**src/rtl/regfile_wr_arbiter.sv**
```systemverilog
// rtl/regfile_wr_arbiter.sv - round-robin arbiter for the register-file write port; illegal addresses raise ERR.
// Optional macro WRARB_LOCK_EN adds the LOCK input for locked bursts.
module regfile_wr_arbiter #(
  parameter int NREQ  = 3,
  parameter int AW    = 3,
  parameter int DW    = 15,
  parameter int DEPTH = 7
) (
  input  logic               clk,
  input  logic               rst,
  input  logic [NREQ-1:0]    REQ,
  input  logic [NREQ*AW-1:0] REQ_WA,
  input  logic [NREQ*DW-1:0] REQ_WD,
`ifdef WRARB_LOCK_EN
  input  logic [NREQ-1:0]    LOCK,
`endif
  output logic [NREQ-1:0]    GNT,
  output logic [AW-1:0]      WA,
  output logic [DW-1:0]      WD,
  output logic               WE,
  output logic               ERR,
  output logic [2:0]         ERR_ID
);

  localparam logic [AW:0] depth_c = (AW+1)'(DEPTH);
  localparam logic [2:0]  last_c  = 3'(NREQ-1);

  logic [2:0]      ptr;
  logic [NREQ-1:0] gnt_c;
  logic [2:0]      gnt_idx;
  logic            found;
  logic [AW-1:0]   wa_sel;
  logic [DW-1:0]   wd_sel;
  logic            lock_sel;
  logic            legal;

  // Search offsets from ptr upward; the first requesting slot wins.
  always_comb begin
    gnt_c    = '0;
    gnt_idx  = 3'd0;
    found    = 1'b0;
    wa_sel   = '0;
    wd_sel   = '0;
    lock_sel = 1'b0;
    for (int off = 0; off < NREQ; off++) begin
      for (int j = 0; j < NREQ; j++) begin
        if (!found && REQ[j] && (((int'(ptr) + off) % NREQ) == j)) begin
          found    = 1'b1;
          gnt_c[j] = 1'b1;
          gnt_idx  = 3'(j);
          wa_sel   = REQ_WA[j*AW +: AW];
          wd_sel   = REQ_WD[j*DW +: DW];
`ifdef WRARB_LOCK_EN
          lock_sel = LOCK[j];
`else
          lock_sel = 1'b0;
`endif
        end
      end
    end
  end

  assign GNT   = rst ? '0 : gnt_c;
  assign legal = ({1'b0, wa_sel} < depth_c);

  always_ff @(posedge clk or posedge rst) begin
    if (rst) begin
      ptr    <= 3'd0;
      WE     <= 1'b0;
      WA     <= '0;
      WD     <= '0;
      ERR    <= 1'b0;
      ERR_ID <= 3'd0;
    end else begin
      WE  <= 1'b0;
      ERR <= 1'b0;
      if (found) begin
        // A locked transfer keeps the winner at the head of the search order.
        if (lock_sel)
          ptr <= gnt_idx;
        else
          ptr <= (gnt_idx == last_c) ? 3'd0 : gnt_idx + 3'd1;
        if (legal) begin
          WE <= 1'b1;
          WA <= wa_sel;
          WD <= wd_sel;
        end else begin
          ERR    <= 1'b1;
          ERR_ID <= gnt_idx;
        end
      end
    end
  end

endmodule

```
**config.mk**
```make
export PLATFORM = sky130hd
export DESIGN_NAME = regfile_wr_arbiter
export DESIGN_NICKNAME = d
export VERILOG_FILES = /design/src/rtl/regfile_wr_arbiter.sv
export SDC_FILE = /design/constraint.sdc
export NUM_CORES = 1
export LEC_CHECK = 0
export CELL_PAD_IN_SITES_DETAIL_PLACEMENT = 0
export CELL_PAD_IN_SITES_GLOBAL_PLACEMENT = 1
export CORE_MARGIN = 1.5
export CORE_UTILIZATION = 32
export DETAILED_ROUTE_END_ITERATION = 7
export PLACE_DENSITY = 0.76
export SLEW_MARGIN = 10
export SYNTH_ARGS = -nofsm -noshare
export SYNTH_HDL_FRONTEND = slang
export SYNTH_SLANG_ARGS = --single-unit
```
**constraint.sdc**
```tcl
create_clock -name clk -period 4.8 [get_ports clk]
set_clock_uncertainty 0.05 [all_clocks]
set_input_delay 0.96 -clock clk [delete_from_list [all_inputs] [get_ports clk]]
set_output_delay 0.96 -clock clk [all_outputs]
set_load 0.02 [all_outputs]
```
# Yosys cells after proc, flatten, opt, wreduce, memory -nomap -nowiden
# Cells that the tools add are included.
[word_totals]
register_bits = 26
elab_cells = 100
[op_classes]
n_addsub = 3
n_div = 3
n_lt_le_gt_ge = 1
eq_ne = 7
mux = 49
bitwise_logic = 1
reduce_logical = 30
[ops]
columns = ["op", "n"]
rows = [
  ["$mux 15", 9],
  ["$eq 32x2->1 const B", 3],
  ["$eq 32x3->1 const B", 3],
  ["$logic_not 32->1", 3],
  ["$mod 32x3->32 const B", 2],
  ["$mux 3", 17],
  ["$mod 4x3->32 const B", 1],
  ["$mux 1", 22],
  ["$logic_and 1x1->1", 17],
  ["$logic_not 1->1", 8],
  ["$add 3x1->4 const B", 1],
  ["$add 3x2->4 const B", 1],
  ["$reduce_and 2->1", 2],
  ["$add 3x1->3 const B", 1],
  ["$eq 3x2->1 const B", 1],
  ["$lt 3x3->1 const B", 1],
  ["$mux 2", 1],
  ["$not 1->1", 1],
]

# Depth between registers and ports, before layout
[depth]
depth_word = 39
depth_mapped = 23
ltp_nobuf = 19

# Least setup slack after synthesis
# Ideal clock, no wire load.
[synth_timing]
path_type = "register -> output"
startpoint = "reg ptr[0]"
endpoint = "out GNT[2]"
arrival_ps = 4129
required_time_ps = 3790
path_slack_ps = -339
path_stages_with_launch = 19
path_buffers = 4
path_cell_list = "dfrtp_1 buf_2 buf_2 inv_1 ha_1 ha_1 inv_1 ha_1 nand2b_1 nor4_1 a211oi_4 or2b_1 o31ai_1 a21boi_1 and2_0 or3_1 clkbuf_1 clkbuf_1 and2_1"
[synth_via]
elab_chain_cells = 37
word_cells_on_any_way = 51
[synth_lines]
columns = ["item", "line_no", "rtl"]
rows = [
  ["start, declared", "28", "logic [2:0] ptr;"],
  ["start signal, assigned", "80", "ptr <= gnt_idx;"],
  ["start signal, assigned", "82", "ptr <= (gnt_idx == last_c) ? 3'd0 : gnt_idx + 3'd1;"],
  ["branches (longest 35 deep; another with $mod 32x3->32)", "--", ""],
  ["$mux 1 (*)", "47", "if (!found && REQ[j] && (((int'(ptr) + off) % NREQ) == j)) begin"],
  ["$mux 3 (*)", "63", "assign GNT = rst ? '0 : gnt_c;"],
  ["end, declared", "17", "output logic [NREQ-1:0] GNT,"],
]
# Mark *: on every way between the ends.

# Worst setup path in the final report
[layout_timing]
startpoint = "reg ptr[1]"
endpoint = "out GNT[2]"
# The elaborated chain is that of the path after synthesis.

==> flow_metrics.env <==
export IMPL_row_count=33
export IMPL_hp_class="reg2reg"
export IMPL_yosysWarnings=0
export IMPL_fin_crit_sh=0.973
export IMPL_die_area_sq_mm=0.00914
export IMPL_wire_per_inst_microns=15.9
export IMPL_die_height_microns=95.6
export IMPL_syn_inst=319
export IMPL_place_ws_ns=-0.137
export IMPL_synth_top_cell_by_area="dfrtp_1"
export IMPL_antenna_found_initial=0
export IMPL_power_leakage_nw=1.88
export IMPL_nets=534
export IMPL_finalHoldViolCount=0
export IMPL_clkSlewWorstSetupHoldPaths_ns=0.10
export IMPL_cp_required_ns=3.79
export IMPL_route_vias_total=2938
export IMPL_dp_cells=550
export IMPL_cts_tree="yes"
export IMPL_ant_nets=0
export IMPL_wl_mm=8.89
export IMPL_setup_viol=0
export IMPL_fin_area_sq_mm=0.00436
export IMPL_ys_ff_latch=25
export IMPL_outcome="finished, final reports clean"
export IMPL_maxCapViolations=0
export IMPL_grt_remaining_overflow=0
export IMPL_grt_use_total=0.190
export IMPL_netlist_top_cells_area="dfrtp_1, ha_1, mux2i_1"
export IMPL_hpwl_mm=6.95
export IMPL_synthesis_area_sq_mm=0.00274
export IMPL_path_max_fanout=5
export IMPL_synth_edf_count=0
export IMPL_timing_fmax_ghz=0.214
export IMPL_clk_path_buf_depth=2
export IMPL_report_final_slew_viol_count=0
export IMPL_yosysUniqueCellTypes=83
export IMPL_synth_async_reset_ratio=1.00
export IMPL_hold_slack_ns=0.465
export IMPL_p_total_mw=3.39
export IMPL_dr_pass1_iters=7
export IMPL_numCtsBuffers=3
export IMPL_cts_htree_levels=1
export IMPL_first_iter_violations=186
export IMPL_reg2reg_from="ptr[1]"
export IMPL_hold_start="ERR_ID[0]"
export IMPL_post_dp_cell_area_sq_mm=0.00412
export IMPL_place_gp_congestion=0.857
export IMPL_crit_arrival_ns=3.66
export IMPL_start_util=0.332
export IMPL_reg2reg_to="WD[2]"
export IMPL_mostFrequentLayoutCells="clkdlybuf4s50_1, buf_4, inv_1, dfrtp_1, mux2i_1"
export IMPL_ir_worst_vdd_v=0.000397
export IMPL_hold_end="ERR_ID[0]"
export IMPL_cts_sinks=25
export IMPL_grt_pass1_wl_mm=13.7
export IMPL_clk_latency_ns=0.28
export IMPL_cp_end_kind="output port"
export IMPL_synth_top_cell_area_share=0.228
export IMPL_min_path_cells=1
export IMPL_die_w_microns=95.6
export IMPL_syn2layout_area_growth_pct=58.9
export IMPL_tns_ns=0
export IMPL_rr_worst_depth=19
export IMPL_crit_type="reg2out"
export IMPL_drc=0
export IMPL_core_area_sq_mm=0.00826
export IMPL_seq_area_frac_synth=0.228
export IMPL_io_pins=85
export IMPL_cellPowerDensity_mw_per_mm2=779
export IMPL_finalCriticalPeriod_ns=4.67
export IMPL_num_antenna_cells=0
export IMPL_grt_pass1_vias=2769
export IMPL_postSynthAreaPerCell_sq_um=8.60
export IMPL_reg2reg_slack_ns=0.23
export IMPL_cts_root_buf="clkbuf_8"
export IMPL_synth_nets=399
export IMPL_fin_cells=558
export IMPL_drive_above_1_share=0.265
export IMPL_final_common_cell="clkdlybuf4s50_1"
export IMPL_synthFlopType="dfrtp_1"
export IMPL_grt_max_degree=25
export IMPL_vias_per_cell=5.27
export IMPL_critPathLaunchType="register"
export IMPL_final_util=0.528
export IMPL_fin_ws_ns=0.128
export IMPL_io_buffers=83
==> layout make-up <==
type | count | area, sq um
inverter | 40 | 154
clock buffer | 3 | 41.3
multi-input combinational | 238 | 2060
timing repair buffer | 146 | 1340
tap | 105 | 131
clock inverter | 1 | 8.76
fill | 780 | 3900
sequential | 25 | 627
==> critical path: stages, from the launching register on <==
cell and delay, ns:
dfrtp_2 0.42, buf_6 0.12, clkinvlp_4 0.17, ha_4 0.34
ha_4 0.14, inv_2 0.04, ha_4 0.27, nand2b_4 0.07
a211oi_4 0.24, a211oi_4 0.07, or2b_1 0.26, o31ai_2 0.22
a21boi_2 0.10, and2_4 0.15, or3_4 0.38, and2_2 0.21
buf_4 0.15
==> cell usage after synthesis, drive strengths merged (3+ instances only) <==
master and instances:
and2 9, a222oi 15, o31ai 3, a31oi 6, o21ai 14, xnor2 4, nand2b 8, a21oi 12
ha 20, nor2b 3, and3 4, o221ai 3, dfrtp 25, inv 40, nor2 16, clkbuf 6
a21boi 3, or2 3, a21o 7, a211oi 5, mux2i 20, buf 10, nor3 5, nand3 7
nand2 19
==> timing repair <==
| action | CTS | global route |
|---|---|---|
| hold buffers | 0 | 0 |
| setup endpoints to repair | 3 | 22 |
| gates resized for setup | 12 | 37 |
| pin swaps | 2 | 15 |
| buffers inserted | 2 | 2 |
==> registers in the layout (all words and copies together) (netlist names) <==
signal and flops:
ERR_ID 2, WE 1, ERR 1, ptr 3, WD 15, WA 3
==> per-layer routing <==
| metal | global-route usage | wire length (microns) | share of wire |
|---|---|---|---|
| met3 | 0.0191 | 362 | 0.041 |
| met1 | 0.271 | 4120 | 0.46 |
| met5 | 0 | 0 | 0 |
| met2 | 0.305 | 4320 | 0.49 |
| met4 | 0.0429 | 86 | 0.0097 |
==> where the power goes <==
part / switching (mW) / internal, mW
logic: 1.45 / 1.44
registers: 0.0455 / 0.321
clock network: 0.0743 / 0.0609
==> logic make-up after synthesis <==
logic type      count (synthesis)  synth area share
compound gates                 97             0.293
xor+xnor                        6            0.0246
fa+ha+maj                      21            0.0985
buf+inv                        56            0.0903
flops                          25             0.228
mux                            21            0.0771
other cells                     2           0.00274
simple gates                   91             0.186
==> how the worst max path moves through the flow <==
stage | startpoint | to | depth (start not counted)
floorplan | ptr[0] | GNT[2] | 18
global placement | ptr[1] | GNT[2] | 16
detailed placement | ptr[1] | GNT[2] | 16
CTS | ptr[1] | GNT[0] | 16
global route | ptr[1] | GNT[2] | 17
finish | ptr[1] | GNT[2] | 16
Note: power is estimated with default switching activity, not from simulation.
